### config.mk
export PLATFORM = sky130hd
export DESIGN_NAME = uart_tx_arbiter_flat
export DESIGN_NICKNAME = d
export VERILOG_FILES = /design/src/rtl/uart_pkg.sv /design/src/rtl/uart_tx_arbiter_if.sv /design/src/rtl/rr_pick.sv /design/src/rtl/uart_tx_arbiter.sv /design/src/flat_wrapper.sv
export SDC_FILE = /design/constraint.sdc
export NUM_CORES = 1
export LEC_CHECK = 0
export BUFFER_PORTS_ARGS = -buffer_cell sky130_fd_sc_hd__buf_2
export CAP_MARGIN = 20
export CORE_ASPECT_RATIO = 0.8
export CORE_MARGIN = 2
export CORE_UTILIZATION = 30
export CTS_CLUSTER_SIZE = 14
export DETAILED_ROUTE_END_ITERATION = 8
export GPL_TIMING_DRIVEN = 0
export PLACE_DENSITY = 0.57
export SYNTH_ARGS = -nofsm -noshare
export SYNTH_HDL_FRONTEND = slang
export SYNTH_SLANG_ARGS = --single-unit
### constraint.sdc
create_clock -name clk -period 3.1 [get_ports clk]
set_input_delay 0.155 -clock clk [delete_from_list [all_inputs] [get_ports clk]]
set_output_delay 0.155 -clock clk [all_outputs]
set_load 0.05 [all_outputs]
### src/rtl/uart_pkg.sv
// Shared UART-side definitions: FSM state encoding, default frame width and a
// constant-safe clog2 helper usable in parameter expressions.
package uart_pkg;

  localparam int DBIT_DEFAULT = 8;

  typedef enum logic [1:0] {
    ARB       = 2'b00,
    LOAD      = 2'b01,
    WAIT_DONE = 2'b10,
    HOLD      = 2'b11
  } state_t;

  // Never returns less than 1 so a degenerate parameter still yields a legal vector.
  function automatic int clog2(input int value);
    int r;
    r = 1;
    while ((1 << r) < value) r++;
    return r;
  endfunction

endpackage

### src/rtl/uart_tx_arbiter_if.sv
// Requester lanes plus the UART TX start/done handshake. The slave side is the
// arbiter; the master side is the requesters together with the UART TX.
interface uart_tx_arbiter_if
  import uart_pkg::*;
#(
  parameter int N_REQ = 2,
  parameter int DBIT  = DBIT_DEFAULT
);
  logic [N_REQ-1:0]      req_valid;
  logic [N_REQ*DBIT-1:0] req_data;
  logic [N_REQ-1:0]      req_last;
  logic [N_REQ-1:0]      req_ready;
  logic [N_REQ-1:0]      grant;
  logic                  tx_start;
  logic [DBIT-1:0]       tx_din;
  logic                  tx_done_tick;
  logic                  busy;

  modport master (
    output req_valid, req_data, req_last, tx_done_tick,
    input  req_ready, grant, tx_start, tx_din, busy
  );

  modport slave (
    input  req_valid, req_data, req_last, tx_done_tick,
    output req_ready, grant, tx_start, tx_din, busy
  );
endinterface

### src/rtl/rr_pick.sv
// Combinational round-robin picker: first valid lane at or after i_ptr,
// wrapping modulo N. Kept generic for reuse by other shared-port arbiters.
module rr_pick
  import uart_pkg::*;
#(
  parameter int N  = 2,
  parameter int IW = clog2(N)
) (
  input  logic [N-1:0]  i_valid,
  input  logic [IW-1:0] i_ptr,
  output logic          o_hit,
  output logic [N-1:0]  o_onehot,
  output logic [IW-1:0] o_idx
);

  // Scan from the farthest offset down so the nearest hit to i_ptr wins last.
  always_comb begin : pick
    int c;
    o_hit = 1'b0;
    o_idx = '0;
    c     = 0;
    for (int j = N - 1; j >= 0; j--) begin
      c = int'(i_ptr) + j;
      if (c >= N) c = c - N;
      if (i_valid[c]) begin
        o_hit = 1'b1;
        o_idx = IW'(c);
      end
    end
  end

  generate
    for (genvar gi = 0; gi < N; gi++) begin : g_onehot
      assign o_onehot[gi] = o_hit && (o_idx == IW'(gi));
    end
  endgenerate

endmodule

### src/rtl/uart_tx_arbiter.sv
// Round-robin owner of the single UART transmitter; a grant is kept for a whole
// message (until req_last) so multi-byte strings from different sources never mix.
module uart_tx_arbiter
  import uart_pkg::*;
#(
  parameter int N_REQ    = 2,
  parameter int DBIT     = DBIT_DEFAULT,
  parameter int HOLD_MAX = 1023
) (
  input logic               clk,
  input logic               reset,
  uart_tx_arbiter_if.slave  bus
);

  localparam int IW = clog2(N_REQ);
  localparam int HW = clog2(HOLD_MAX + 1);

  state_t            r_state, w_state_next;
  logic [N_REQ-1:0]  r_grant, w_grant_next;
  logic [IW-1:0]     r_idx, w_idx_next;
  logic [IW-1:0]     r_ptr, w_ptr_next;
  logic              r_last, w_last_next;
  logic [HW-1:0]     r_hold, w_hold_next;
  logic              r_tx_start, w_tx_start_next;
  logic [DBIT-1:0]   r_tx_din, w_tx_din_next;
  logic              r_busy;

  logic              w_hit;
  logic [N_REQ-1:0]  w_onehot;
  logic [IW-1:0]     w_pick_idx;
  logic [IW-1:0]     w_idx_inc;
  logic [HW-1:0]     w_hold_inc;

  rr_pick #(.N(N_REQ), .IW(IW)) u_pick (
    .i_valid  (bus.req_valid),
    .i_ptr    (r_ptr),
    .o_hit    (w_hit),
    .o_onehot (w_onehot),
    .o_idx    (w_pick_idx)
  );

  assign w_idx_inc  = (r_idx == IW'(N_REQ - 1)) ? '0 : r_idx + IW'(1);
  assign w_hold_inc = (r_hold == '1) ? r_hold : r_hold + HW'(1);

  always_comb begin
    w_state_next    = r_state;
    w_grant_next    = r_grant;
    w_idx_next      = r_idx;
    w_ptr_next      = r_ptr;
    w_last_next     = r_last;
    w_hold_next     = r_hold;
    w_tx_start_next = 1'b0;
    w_tx_din_next   = r_tx_din;
    case (r_state)
      ARB: begin
        if (w_hit) begin
          w_state_next    = LOAD;
          w_grant_next    = w_onehot;
          w_idx_next      = w_pick_idx;
          w_tx_start_next = 1'b1;
          w_tx_din_next   = bus.req_data[int'(w_pick_idx)*DBIT +: DBIT];
        end
      end
      LOAD: begin
        w_last_next  = bus.req_last[r_idx];
        w_state_next = WAIT_DONE;
      end
      WAIT_DONE: begin
        if (bus.tx_done_tick) begin
          if (r_last) begin
            w_grant_next = '0;
            w_ptr_next   = w_idx_inc;
            w_state_next = ARB;
          end else begin
            w_hold_next  = '0;
            w_state_next = HOLD;
          end
        end
      end
      HOLD: begin
        if (bus.req_valid[r_idx]) begin
          w_state_next    = LOAD;
          w_tx_start_next = 1'b1;
          w_tx_din_next   = bus.req_data[int'(r_idx)*DBIT +: DBIT];
        end else begin
          w_hold_next = w_hold_inc;
          // A stalled owner must not lock out the other sources forever.
          if (HOLD_MAX != 0 && w_hold_inc == HW'(HOLD_MAX)) begin
            w_grant_next = '0;
            w_ptr_next   = w_idx_inc;
            w_state_next = ARB;
          end
        end
      end
      default: w_state_next = ARB;
    endcase
  end

  always_ff @(posedge clk or posedge reset) begin
    if (reset) begin
      r_state    <= ARB;
      r_grant    <= '0;
      r_idx      <= '0;
      r_ptr      <= '0;
      r_last     <= 1'b0;
      r_hold     <= '0;
      r_tx_start <= 1'b0;
      r_tx_din   <= '0;
      r_busy     <= 1'b0;
    end else begin
      r_state    <= w_state_next;
      r_grant    <= w_grant_next;
      r_idx      <= w_idx_next;
      r_ptr      <= w_ptr_next;
      r_last     <= w_last_next;
      r_hold     <= w_hold_next;
      r_tx_start <= w_tx_start_next;
      r_tx_din   <= w_tx_din_next;
      r_busy     <= (w_state_next != ARB);
    end
  end

  assign bus.grant     = r_grant;
  assign bus.tx_start  = r_tx_start;
  assign bus.tx_din    = r_tx_din;
  assign bus.busy      = r_busy;
  assign bus.req_ready = (r_state == LOAD) ? r_grant : '0;

endmodule

### src/flat_wrapper.sv
// flat-port wrapper written by rule: the top's interface ports become plain ports
module uart_tx_arbiter_flat import uart_pkg::*;
#(
  parameter int N_REQ    = 2,
  parameter int DBIT     = DBIT_DEFAULT,
  parameter int HOLD_MAX = 1023
)
  (clk, reset, bus_req_valid, bus_req_data, bus_req_last, bus_tx_done_tick, bus_req_ready, bus_grant, bus_tx_start, bus_tx_din, bus_busy);
  uart_tx_arbiter_if #(.N_REQ(N_REQ), .DBIT(DBIT)) bus_i ();
  input logic clk;
  input logic reset;
  input wire logic [$bits(bus_i.req_valid)-1:0] bus_req_valid;
  input wire logic [$bits(bus_i.req_data)-1:0] bus_req_data;
  input wire logic [$bits(bus_i.req_last)-1:0] bus_req_last;
  input wire logic [$bits(bus_i.tx_done_tick)-1:0] bus_tx_done_tick;
  output wire logic [$bits(bus_i.req_ready)-1:0] bus_req_ready;
  output wire logic [$bits(bus_i.grant)-1:0] bus_grant;
  output wire logic [$bits(bus_i.tx_start)-1:0] bus_tx_start;
  output wire logic [$bits(bus_i.tx_din)-1:0] bus_tx_din;
  output wire logic [$bits(bus_i.busy)-1:0] bus_busy;
  assign bus_i.req_valid = bus_req_valid;
  assign bus_i.req_data = bus_req_data;
  assign bus_i.req_last = bus_req_last;
  assign bus_i.tx_done_tick = bus_tx_done_tick;
  assign bus_req_ready = bus_i.req_ready;
  assign bus_grant = bus_i.grant;
  assign bus_tx_start = bus_i.tx_start;
  assign bus_tx_din = bus_i.tx_din;
  assign bus_busy = bus_i.busy;
  uart_tx_arbiter #(.N_REQ(N_REQ), .DBIT(DBIT), .HOLD_MAX(HOLD_MAX)) u_core (.clk(clk), .reset(reset), .bus(bus_i));
endmodule
Word-level counts from Yosys, hierarchy flattened
Cells that the tools add are included.
- $add $sub $neg: 5
- magnitude comparators: 5
- multiplexer cells: 46
- shift-type cells: 2
- bitwise gates (word level): 1
- equal/unequal tests: 12
- reductions and logical operators: 12
- operators by type and width (operator ; count):
    32-bit by 3-bit < comparator with 1-bit output (second input constant) ; 2
    32-bit two-way mux ; 2
    10-bit two-way mux ; 4
    32-bit by 3-bit greater-or-equal comparator with 1-bit output (second input constant) ; 1
    16-bit by 5-bit variable part select with 8-bit output ; 2
    32-bit by 3-bit subtractor with 32-bit output (second input constant) ; 1
    2-bit two-way mux ; 11
    1-bit two-way mux ; 21
    10-bit == test (second input constant) ; 2
    10-bit one-hot mux with 2 select lines ; 1
    8-bit two-way mux ; 2
    8-bit one-hot mux with 2 select lines ; 1
    10-bit by 1-bit adder with 10-bit output (second input constant) ; 1
    2-bit != test (second input constant) ; 4
    2-bit one-hot mux with 4 select lines ; 1
    2-bit by 1-bit != test with 1-bit output (second input constant) ; 3
    2-bit one-hot mux with 3 select lines ; 1
    6-bit AND reduction ; 1
    2-bit nonzero test ; 3
    5-bit AND reduction ; 1
    2-bit == test (second input constant) ; 2
    1-bit one-hot mux with 2 select lines ; 2
    4-bit AND reduction ; 1
    3-bit AND reduction ; 1
    11 further kinds ; 12
- bits of input ports: 23
- flip-flop bits (word level): 27

Logic depth before layout (Yosys ltp)
- word-level depth: 12
- mapped depth: 9

By module
From an unflattened synthesis, not the netlist that was laid out.
- cell total of the unflattened synthesis: 204
- area, all modules: 1784.2 µm²
- modules (own cells, without submodules) (module ; area each (µm²) ; cells an instance ; sequential area each (µm²) ; times used):
    uart_tx_arbiter ; 1751.7 ; 199 ; 675.6 ; 1
    rr_pick ; 32.5 ; 5 ; 0.0 ; 1

Least setup slack after synthesis
OpenSTA, ideal clock, no wires.
- path kind: register -> register
- start point: reg u_core.r_hold[0]
- end point: reg u_core.r_busy, in the netlist u_core.bus.busy
- arrival time: 2.296 ns
- cell stages (with the launch flop): 9
- required time: 2.976 ns
- path slack: 0.679 ns
- cells stage by stage: dfrtp_1 -> ha_1 -> buf_6 -> and4_4 -> a2111oi_0 -> mux2i_1 -> o41ai_4 -> a41oi_2 -> or2_1
- longest elaborated chain between the ends: 7
- elaborated cells between the ends (all ways): 8
- those cells by class: add/sub (1); eq/ne (2); mux (4); reduce/logical (1)
- RTL lines (what ; RTL line ; text):
    from (decl) ; uart_tx_arbiter.sv:23 ; logic [HW-1:0] r_hold, w_hold_next;
    from (signal assigned) ; uart_tx_arbiter.sv:116 ; r_hold <= w_hold_next;
    10-bit by 1-bit adder with 10-bit output / 10-bit == test (equally long branches) ; uart_tx_arbiter.sv:43 ; assign w_hold_inc = (r_hold == '1) ? r_hold : r_hold + HW'(1);
    10-bit two-way mux * ; uart_tx_arbiter.sv:43 ;
    10-bit == test * ; uart_tx_arbiter.sv:88 ; if (HOLD_MAX != 0 && w_hold_inc == HW'(HOLD_MAX)) begin
    2-bit two-way mux * ; uart_tx_arbiter.sv:88 ;
    2-bit two-way mux * ; uart_tx_arbiter.sv:81 ; if (bus.req_valid[r_idx]) begin
    2-bit one-hot mux with 4 select lines * ; uart_tx_arbiter.sv:54 ; case (r_state)
    net u_core.w_state_next[0] ; uart_tx_arbiter.sv:18 ; state_t r_state, w_state_next;
    2-bit nonzero test * ; uart_tx_arbiter.sv:119 ; r_busy <= (w_state_next != ARB);
    to (signal assigned) ; uart_tx_arbiter.sv:119 ;
    to (decl) ; uart_tx_arbiter.sv:26 ; logic r_busy;
Mark *: on every way through the listed nets, which the timed path passes. The rest lies on a longest branch.
A chain may end at the register's enable or synchronous reset.

Worst setup path after layout
Same ends and word-level chain as after synthesis.

==> out/results.ini <==
[grt]
grt_max_degree=18
grt-ovfl-total=0
antenna_found_initial=0
grt_pass1_vias=1466
grt_first_pass_wirelength_mm=7.08
grt.total_usage=0.131

[routing]
routedWlPerCell_um=12.6
viasPerCell=5.00
num_vias=1605
route.final.wire_length_mm=4.03
postRouteAntennaNets=0
drc=0
first_iter_violations=86
first_pass_iters=4

[synthesis]
syn_area_um2=1770
synth_fp_nets=230
synth_ff_type=dfrtp_1
synth_area_per_cell_um2=8.80
ys_ff_latch=27
syn_inst=201
synthArstFlopShare=1.00
synth_top_area_share=0.382
synth.top_cells.by_area=dfrtp_1 (38%), a21oi_1 (7.9%), mux2i_1 (6.2%), ha_1 (4.2%), nand2_1 (4.0%)
ys_seq_area_frac=0.382
synth-edff-count=0
yosysTopAreaCell=dfrtp_1
synth_warnings=0
synth_cell_type_count=47

[timing]
period_share=0.853
worstMarginPinSlew_ps=802
fin_tns_setup_ps=0
setup_viol=0
fmax_mhz=378
finalHoldViolations=0
holdWs_ps=127
fin_crit_ps=2650
drv_slew=0
slew_headroom=0.465
rsz0062_at_grt=no
skew_ps=5.26

[placement]
place_inst=316
place.detailed.hpwl_mm=3.03
place_area_um2=2070
routabilityCongestion=0.880
portBuffers=36

[setup_path]
cp.required_ps=3280
r2r-start=u_core.r_hold[0]
start_kind=register
crit_start=u_core.r_hold[0]
endpoint_kind=register
reg2reg_setup_slack_ps=450
cp_max_fo=9
arrival_ps=2830
path_class=reg -> reg

[cells_and_area]
layout.cells.non_filler=321
area_delta_synth_final_pct=20.7
design_area_um2=2130
drive_gt1_frac=0.235
fin_nets=273
antenna_cells=0
utilization=0.384

[clock_network]
cts-root-buf=clkbuf_8
cts_tree=done
cts_max_level=1
cts_inserted_buffers=3
clk_latency_ps=280
clock_tree.buffer_depth=2
postCtsSetupRepairBufs=0
cts.reportedPaths.clkPinSlew_ps=110
clock-sinks=27

[floorplan]
dieHeight_um=72.7
start_util=0.318
core.rowCount=24
core_area_um2=5560
fp.dieW_um=89.8
die_area_um2=6530
io-pin-count=37

[pwr]
ir_worst_vdd_mv=0.424
leakage_nw=0.948
power_density_nw_per_um2=846

[outcome]
status=finished clean

[min_path]
holdCritPathClass=in -> reg
hold_start=bus_req_valid[0]

[job]
drv_cap=0

[cell type report]
type | instances | area (um^2)
multi-input cells | 152 | 988
fillers | 565 | 3420
repair buffers | 38 | 218
clock inverters | 1 | 8.76
flip-flops and latches | 27 | 676
clock buffers | 3 | 41.3
inverters | 12 | 45.0
plain buffers | 10 | 58.8
well taps | 78 | 97.6
[cell usage in the layout (no fill, tap or decap), drive strengths merged, types with 2 or more instances in the layout]
master / netlist / layout
o211a: 2 / 2
nor3: 4 / 4
a21oi: 28 / 28
and3: 3 / 3
nand2b: 3 / 3
nor2: 14 / 14
o21ai: 12 / 12
mux2i: 11 / 11
a31o: 3 / 3
o21a: 2 / 2
o41ai: 2 / 2
nand4: 5 / 5
a2111oi: 2 / 2
inv: 12 / 13
and2: 4 / 4
ha: 6 / 6
nand2: 19 / 19
dfrtp: 27 / 27
clkbuf: 4 / 7
buf: 6 / 43
a31oi: 3 / 3
nor2b: 2 / 2
nand3: 7 / 7
and4: 2 / 2
[flip-flops by register name (all words and copies together) (netlist names)]
register,flops
u_core.r_hold,10
u_core.bus.tx_din,8
u_core.bus.grant,2
u_core.r_ptr,1
u_core.r_last,1
u_core.bus.tx_start,1
u_core.r_idx,1
u_core.bus.busy,1
u_core.r_state,2
[path summary, 6_finish.rpt]
| check | to | cells after the start |
|---|---|---|
| worst min register to register | u_core.bus.grant[0] | 1 |
| max in group asynchronous | u_core.r_hold[8] | 4 |
| worst max register to register | u_core.bus.busy | 8 |
| worst max-delay path | u_core.bus.busy | 8 |
| min in group asynchronous | u_core.bus.grant[1] | 3 |
| worst min-delay path | u_core.bus.tx_start | 3 |
[per-stage QoR]
stage / power (mW) / setup WS [ps]
after floorplan: 1.35 / 679
after global placement: 1.58 / 460
after detailed placement: 1.59 / 449
after CTS: 1.82 / 444
after global routing: 1.94 / 258
final: 1.80 / 455
[timing repair]
action / in CTS / in global routing
gates resized for setup: 0 / 0
endpoints found under the hold margin: 10 / 0
hold buffers: 1 / 0
[cells by family (layout without fill, tap and decap cells)]
kind of cell / after synthesis / in the layout / share of synthesized area
compound gates: 64 / 64 / 0.246
xor+xnor: 2 / 2 / 0.00991
fa+ha+maj: 6 / 6 / 0.0425
buf+inv: 22 / 64 / 0.0587
flops: 27 / 27 / 0.382
mux: 12 / 12 / 0.0687
simple gates: 68 / 68 / 0.193
[cell usage after synthesis (all sizes together) (2+ instances only)]
library cell and count:
a2111oi 2, a21oi 28, a31o 3, a31oi 3
and2 4, and3 3, and4 2, buf 6
clkbuf 4, dfrtp 27, ha 6, inv 12
mux2i 11, nand2 19, nand2b 3, nand3 7
nand4 5, nor2 14, nor2b 2, nor3 4
o211a 2, o21a 2, o21ai 12, o41ai 2
[layer usage]
metal	global-route usage	routed length [um]	vias up
met4	0.0154	23	0
li1	-	-	809
met3	0.0279	164	2
met2	0.202	1710	38
met1	0.197	2140	756
met5	0	0	-
[power by group]
group	internal (mW)	leakage [nW]	switching [mW]	total, mW
registers	0.478	0.335	0.0981	0.576
clock network	0.0948	0.0261	0.131	0.226
logic	0.318	0.586	0.684	1.00
[worst max-delay path, stage by stage (launching register included)]
cell and delay (ps):
dfrtp_1 480, ha_1 250, buf_6 140, and4_4 190, a2111oi_0 390, mux2i_1 190, o41ai_4 490, a41oi_2 170
or2_1 240
Power figures use the tool's default switching activity.
